[config.mk]
export PLATFORM = sky130hd
export DESIGN_NAME = cpu_control_fsm
export DESIGN_NICKNAME = d
export VERILOG_FILES = /design/src/rtl/cpu_pkg.sv /design/src/rtl/instr_decode.sv /design/src/rtl/cpu_control_fsm.sv
export SDC_FILE = /design/constraint.sdc
export NUM_CORES = 1
export LEC_CHECK = 0
export ABC_AREA = 1
export ABC_CLOCK_PERIOD_IN_PS = 2000
export CAP_MARGIN = 25
export CORE_MARGIN = 2
export CORE_UTILIZATION = 43
export CTS_CLUSTER_DIAMETER = 200
export DETAILED_ROUTE_END_ITERATION = 10
export PLACE_DENSITY = 0.81
export SYNTH_ARGS = -nofsm -noshare
export SYNTH_HDL_FRONTEND = slang
export SYNTH_SLANG_ARGS = --single-unit
[constraint.sdc]
create_clock -name clk -period 2 [get_ports clk]
set_input_delay 0.5 -clock clk [delete_from_list [all_inputs] [get_ports clk]]
set_output_delay 0.5 -clock clk [all_outputs]
set_load 0.01 [all_outputs]
[src/rtl/cpu_pkg.sv]
// Shared opcodes, branch condition codes, instruction field positions and the
// sequencer state encoding for the fetch/decode/execute/writeback controller.
package cpu_pkg;

  localparam logic [3:0] OP_RR    = 4'h0;
  localparam logic [3:0] OP_CMP   = 4'hB;
  localparam logic [3:0] OP_BCOND = 4'hC;
  localparam logic [3:0] OP_HALT  = 4'hF;

  localparam logic [3:0] COND_EQ = 4'h0;
  localparam logic [3:0] COND_NE = 4'h1;
  localparam logic [3:0] COND_LT = 4'h2;
  localparam logic [3:0] COND_AL = 4'hE;

  localparam int OP_MSB  = 15;
  localparam int OP_LSB  = 12;
  localparam int RD_MSB  = 11;
  localparam int RD_LSB  = 8;
  localparam int EXT_MSB = 7;
  localparam int EXT_LSB = 4;
  localparam int RS_MSB  = 3;
  localparam int RS_LSB  = 0;
  localparam int IMM_MSB = 7;

  typedef enum logic [2:0] {
    ST_FETCH,
    ST_DECODE,
    ST_EXECUTE,
    ST_WRITEBACK,
    ST_HALT
  } state_t;

  // Unlisted condition codes are never taken.
  function automatic logic branch_taken(input logic [3:0] cond,
                                        input logic flag_z,
                                        input logic flag_n);
    logic taken;
    taken = 1'b0;
    case (cond)
      COND_EQ: taken = flag_z;
      COND_NE: taken = ~flag_z;
      COND_LT: taken = flag_n;
      COND_AL: taken = 1'b1;
      default: taken = 1'b0;
    endcase
    return taken;
  endfunction

endpackage

[src/rtl/instr_decode.sv]
// Combinational instruction decoder: maps a fetched word to register addresses,
// ALU controls and instruction class flags. The sequencer registers these.
module instr_decode
  import cpu_pkg::*;
#(
  parameter int DATA_W  = 16,
  parameter int REGBITS = 4
) (
  input  logic [DATA_W-1:0]  instr,
  output logic [REGBITS-1:0] src,
  output logic [REGBITS-1:0] dst,
  output logic [3:0]         alu_op,
  output logic               use_imm,
  output logic [DATA_W-1:0]  imm,
  output logic [3:0]         cond,
  output logic [7:0]         disp,
  output logic               writes,
  output logic               is_branch,
  output logic               is_halt
);

  logic [3:0] op;
  logic [3:0] ext;
  logic [DATA_W-1:0] imm_sext;

  assign op       = instr[OP_MSB:OP_LSB];
  assign ext      = instr[EXT_MSB:EXT_LSB];
  assign imm_sext = {{(DATA_W-8){instr[IMM_MSB]}}, instr[IMM_MSB:0]};

  always_comb begin
    src       = instr[RS_MSB:RS_LSB];
    dst       = instr[RD_MSB:RD_LSB];
    cond      = instr[RD_MSB:RD_LSB];
    disp      = instr[IMM_MSB:0];
    alu_op    = 4'h0;
    use_imm   = 1'b0;
    imm       = '0;
    writes    = 1'b0;
    is_branch = 1'b0;
    is_halt   = 1'b0;
    case (op)
      OP_RR: begin
        alu_op = ext;
        writes = (ext != OP_CMP);
      end
      OP_BCOND: begin
        is_branch = 1'b1;
        imm       = imm_sext;
      end
      OP_HALT: begin
        is_halt = 1'b1;
      end
      default: begin
        alu_op  = op;
        use_imm = 1'b1;
        imm     = imm_sext;
        writes  = (op != OP_CMP);
      end
    endcase
  end

endmodule

[src/rtl/cpu_control_fsm.sv]
// Multi-cycle fetch/decode/execute/writeback sequencer: owns the PC, fetches
// over req/ack and drives register file addresses and ALU controls.
//
// state     | meaning
// FETCH     | instr_req high until instr_ack, decoded word registered on ack
// DECODE    | register file read addresses presented
// EXECUTE   | ALU operands valid, branch condition sampled
// WRITEBACK | write-enable pulse, PC update
// HALT      | idle until reset
module cpu_control_fsm
  import cpu_pkg::*;
#(
  parameter int DATA_W  = 16,
  parameter int REGBITS = 4,
  parameter int PC_W    = 16,
  parameter logic [PC_W-1:0] RESET_PC = '0
) (
  input  logic               clk,
  input  logic               reset,
  output logic               instr_req,
  output logic [PC_W-1:0]    instr_addr,
  input  logic               instr_ack,
  input  logic [DATA_W-1:0]  instr_rdata,
  input  logic               flag_z,
  input  logic               flag_n,
  output logic [REGBITS-1:0] src_addr,
  output logic [REGBITS-1:0] dst_addr,
  output logic               reg_write_en,
  output logic [3:0]         alu_op,
  output logic               use_imm,
  output logic [DATA_W-1:0]  imm,
  output logic [PC_W-1:0]    pc,
  output logic               halted
);

  state_t state, state_next;

  logic [REGBITS-1:0] dec_src, dec_dst;
  logic [3:0]         dec_alu_op, dec_cond;
  logic               dec_use_imm, dec_writes, dec_is_branch, dec_is_halt;
  logic [DATA_W-1:0]  dec_imm;
  logic [7:0]         dec_disp;

  logic [3:0] cond_q;
  logic [7:0] disp_q;
  logic       writes_q, is_branch_q, is_halt_q, taken_q;
  logic       accept;

  instr_decode #(
    .DATA_W (DATA_W),
    .REGBITS(REGBITS)
  ) u_decode (
    .instr    (instr_rdata),
    .src      (dec_src),
    .dst      (dec_dst),
    .alu_op   (dec_alu_op),
    .use_imm  (dec_use_imm),
    .imm      (dec_imm),
    .cond     (dec_cond),
    .disp     (dec_disp),
    .writes   (dec_writes),
    .is_branch(dec_is_branch),
    .is_halt  (dec_is_halt)
  );

  assign accept = (state == ST_FETCH) && instr_ack;

  always_ff @(posedge clk) begin
    if (reset) state <= ST_FETCH;
    else       state <= state_next;
  end

  always_comb begin
    state_next = state;
    case (state)
      ST_FETCH:     if (instr_ack) state_next = ST_DECODE;
      ST_DECODE:    state_next = ST_EXECUTE;
      ST_EXECUTE:   state_next = ST_WRITEBACK;
      ST_WRITEBACK: state_next = is_halt_q ? ST_HALT : ST_FETCH;
      ST_HALT:      state_next = ST_HALT;
      default:      state_next = ST_FETCH;
    endcase
  end

  always_ff @(posedge clk) begin
    if (reset) begin
      pc          <= RESET_PC;
      src_addr    <= '0;
      dst_addr    <= '0;
      alu_op      <= '0;
      use_imm     <= 1'b0;
      imm         <= '0;
      cond_q      <= '0;
      disp_q      <= '0;
      writes_q    <= 1'b0;
      is_branch_q <= 1'b0;
      is_halt_q   <= 1'b0;
      taken_q     <= 1'b0;
    end else begin
      if (accept) begin
        src_addr    <= dec_src;
        dst_addr    <= dec_dst;
        alu_op      <= dec_alu_op;
        use_imm     <= dec_use_imm;
        imm         <= dec_imm;
        cond_q      <= dec_cond;
        disp_q      <= dec_disp;
        writes_q    <= dec_writes;
        is_branch_q <= dec_is_branch;
        is_halt_q   <= dec_is_halt;
      end
      if (state == ST_EXECUTE)
        taken_q <= is_branch_q && branch_taken(cond_q, flag_z, flag_n);
      if (state == ST_WRITEBACK && !is_halt_q) begin
        if (taken_q) pc <= pc + {{(PC_W-8){disp_q[7]}}, disp_q};
        else         pc <= pc + 1'b1;
      end
    end
  end

  // Gating with reset keeps request, write pulse and halted low in the reset cycle
  // whatever state the register still holds.
  assign instr_req    = (state == ST_FETCH) && !reset;
  assign reg_write_en = (state == ST_WRITEBACK) && writes_q && !reset;
  assign halted       = (state == ST_HALT) && !reset;
  assign instr_addr   = pc;

endmodule

==> results list <==
- Area growth from synthesis to layout: 34.1%
- Detailed placement ended at an HPWL of 5.74 mm.
* Filler cells: 629
- Top cells by area, synth: sky130_fd_sc_hd__dfxtp_1, sky130_fd_sc_hd__nand2_1, sky130_fd_sc_hd__inv_1
* Leading register cell type out of synthesis: sky130_fd_sc_hd__dfxtp_1
* Total power divided by cell area: 579 nW/µm²
* Final net count: 548
- In the synthesized netlist the async set-or-reset flop fraction comes to 0%.
- The path class of the tightest hold or removal check is reg2reg.
- Once the floorplan was initialized, standard cells occupied 44.0% of the core.
* Required time reported for the critical path endpoint: 2.25 ns
- The number of antenna violations at the first check in global routing was 0.
* Setup violations, final: 0
- The number of nets handed over by synthesis was 482.
- Most common library cells after synthesis: sky130_fd_sc_hd__nand2_1, sky130_fd_sc_hd__inv_1, sky130_fd_sc_hd__dfxtp_1, sky130_fd_sc_hd__nor2_1, sky130_fd_sc_hd__a21oi_1
- The number of different library cells used by synthesis comes to 38.
* Highest fanout seen on the critical path: 9
- For this run, the slowest stage of the critical path takes 0.38 ns.
- Final hold violation count: 0
- STA puts the critical path data arrival time at 2.21 ns.
- Highest clock rate: 512 MHz
- Worst ir drop on vdd: 0.000294 V
- Buffers placed on the I/O ports in this run total 84.
- Count of flip-flops with a built-in enable after synthesis: 0
- Finished Core Util: 59.0%
- For this run, the register share of the synthesized area comes to 32.3%.
- Number of cells produced by synthesis: 453
- Worst-Margin Slew: 0.549 ns
* Clock Latency Late Sink: 0.31 ns
- Dividing the synthesized area by the synthesized cell count gives 6.56 µm².
- The initialized floorplan defines 30 standard-cell rows.
- Total number of H-tree levels: 2
- TritonCTS sink count: 48
* Minimum hold slack: 0.475 ns
- Clock transition at path regs: 0.10 ns
- Iteration-0 DRC count of the detailed router: 182
- By instance count, the cell type seen most on the critical path is sky130_fd_sc_hd__nand2_1.
- The design draws 0.00231 W.
- Die X: 87.2 µm
- The worst hold path begins at disp_q[6].
* LEAKAGE: 1.82 nW
- Summed over all layers, the routed wires come to 7.93 mm.
- Max-cap violations in this run came to 0.
- Core Area: 6760 µm²
- From bottom edge to top edge, the die measures 87.2 µm.
- Syn Std Cell Area: 2970 µm²
* Final clock period utilization by the worst path: 97.6%
- Slew headroom: 63.4%
- TritonCTS built the clock tree.
- FF-to-FF setup slack: 0.05 ns
* Average detailed-routed wire length per instance: 13.2 µm
- Vias in the first global route: 2754
- The first global-routing pass estimated 12.5 mm of wire.
- Antenna Diode Count: 0
- Global routing used 20.3% of the available tracks.
- Most repeated cell in the gate-level netlist after synthesis: sky130_fd_sc_hd__nand2_1
- RD Place Congestion: 0.948
- The number of buffers and inverters on the critical path is 2.
* Type of destination of the critical path: flop
* Remaining antenna violation count after routing: 0
- Dividing the detail-routed via count by the number of cells gives 5.10.
- The count of final max-slew check failures came to 0.
* Shortest clock period the worst path allows after layout: 1.95 ns
- The longest clock path from root to sink contains 2 buffers.
- Clock buffers created by TritonCTS: 5
- Fraction of synthesized cell area taken by the top area cell type: 32.3%
- The die covers 7600 µm².
- Setup crit start kind: flop
- I/O pin cnt: 85
* Initial DRT Pass Iterations: 4
* First element of the critical path: taken_q
- For this design, the CTS-stage hold fixing added 0 buffers.
* Run status: finished, final reports clean
- R2R Path Start: taken_q
- The final route contains 3057 vias.
* Largest clock skew in the final design: 0.00742 ns
- CP top delay family: simple AND/OR/NAND/NOR gates
* Critical path start-end classification: reg2reg
* Warning count from the yosys run: 0
- Fraction of final layout cells with drive strength greater than 1: 11.5%
- Summed over all instances, the cell type with the most area after synthesis is sky130_fd_sc_hd__dfxtp_1.
- Flip-flop and latch count after synthesis: 48
* Total global routing overflow: 0
* Cell Chain, Critical Path: buf_6 -> nand2_1 -> inv_1 -> ha_4 -> nand2_2 -> nor2_1 -> nand3_1 -> nand2_2 -> nand3_1 -> nand3_1 -> nand2_1 -> nand2_1 -> nand2_1 -> a21oi_2
* DRC violations left: 0
- Entering global routing, the biggest net connects 29 pins.
- On the critical path, the stage with the largest delay is an instance of sky130_fd_sc_hd__dfxtp_4.
* Clock Root Buffer: sky130_fd_sc_hd__clkbuf_8
-- worst register-to-register path, cell delays in order (launching register included) --
cell and delay (ns):
sky130_fd_sc_hd__dfxtp_4 0.38, sky130_fd_sc_hd__buf_6 0.15, sky130_fd_sc_hd__nand2_1 0.07, sky130_fd_sc_hd__inv_1 0.06, sky130_fd_sc_hd__ha_4 0.28, sky130_fd_sc_hd__nand2_2 0.07, sky130_fd_sc_hd__nor2_1 0.15, sky130_fd_sc_hd__nand3_1 0.14
sky130_fd_sc_hd__nand2_2 0.13, sky130_fd_sc_hd__nand3_1 0.12, sky130_fd_sc_hd__nand3_1 0.09, sky130_fd_sc_hd__nand2_1 0.05, sky130_fd_sc_hd__nand2_1 0.05, sky130_fd_sc_hd__nand2_1 0.06, sky130_fd_sc_hd__a21oi_2 0.10
-- report_power, final --
group | switching, W | total [W] | internal (W) | leakage [nW]
clock network | 0.000382 | 0.000769 | 0.000387 | 0.0607
registers | 0.0000521 | 0.00107 | 0.00101 | 0.394
logic | 0.000229 | 0.000471 | 0.000242 | 1.37
total | 0.000664 | 0.00231 | 0.00164 | 1.82
-- layout make-up --
class                      instances  area [µm²]  area share (%)
clock buffer                       5        68.8            1.73
inverter                          66         249            6.25
tap                               80         100            2.51
clock inverter                     3        50.0            1.26
multi-input combinational        297        1560            39.1
timing repair buffer             101         992            24.9
sequential                        48         968            24.3
-- sequential cells by signal, summed over array words and instances, names as in the netlist, 3 cells and up --
register / flops
instr_addr: 16
imm: 8
disp_q: 5
cond_q: 4
src_addr: 3
alu_op: 4
state: 3
-- cell families (layout without fill, tap and decap cells) --
group | count (synthesis) | in the layout | synth area share (%)
compound gates | 79 | 79 | 14.3
xor+xnor | 8 | 8 | 2.36
simple gates | 202 | 202 | 29.3
fa+ha+maj | 8 | 8 | 3.62
flops | 48 | 48 | 32.3
buf+inv | 108 | 175 | 18.1
-- layout by cell type, fill, tap and decap left out, drive strengths merged --
master         netlist  routed
nor3                 4       4
bufinv               0       1
clkbuf               6       5
buf                 36      17
clkinv               2       2
nand2              104     104
fa                   1       1
nand3               30      30
nand4                6       6
a21oi               47      47
xor2                 7       7
xnor2                1       1
dlygate4sd2          0       4
and2                 1       1
ha                   7       7
clkdlybuf4s50        0      80
a22oi                1       1
a41oi                2       2
or2                  3       3
nor4                 2       2
inv                 64      66
nand3b               1       1
dfxtp               48      48
nor2                51      51
o211ai               3       3
o21bai               2       2
o21ai               24      24
-- what timing repair did --
item	4_1_cts	5_1_grt
resized for setup	6	21
pin swaps	1	6
endpoints found under the setup margin	4	10
buffers inserted	1	0
-- per-layer routing --
metal | vias up | share of wire [%] | routed length, µm | GRT usage (%)
met5 | - | 0 | 0 | 0
met4 | 0 | 1.8 | 142 | 6.43
met3 | 17 | 5.0 | 398 | 3.22
met2 | 106 | 50 | 3950 | 35.7
met1 | 1393 | 43 | 3430 | 25.3
li1 | 1541 | - | - | -
-- stage by stage --
step                      cell area [µm²]  setup TNS [ns]  setup slack (ns)  cells
after CTS                            3900               0            0.0150    600
after global placement               3770          -0.877            -0.317    591
after detailed placement             3770          -0.896            -0.324    591
after floorplan                      2980               0           0.00657    453
final                                3990               0            0.0486    600
after global routing                 3990          -0.192            -0.100    600
-- worst paths after layout --
path / endpoint / cells after the start
max: instr_addr[15] / 14
min: disp_q[6] / 2
max reg2reg: instr_addr[15] / 14
min reg2reg: disp_q[6] / 2
No activity file was read; power rests on OpenSTA's default activity.
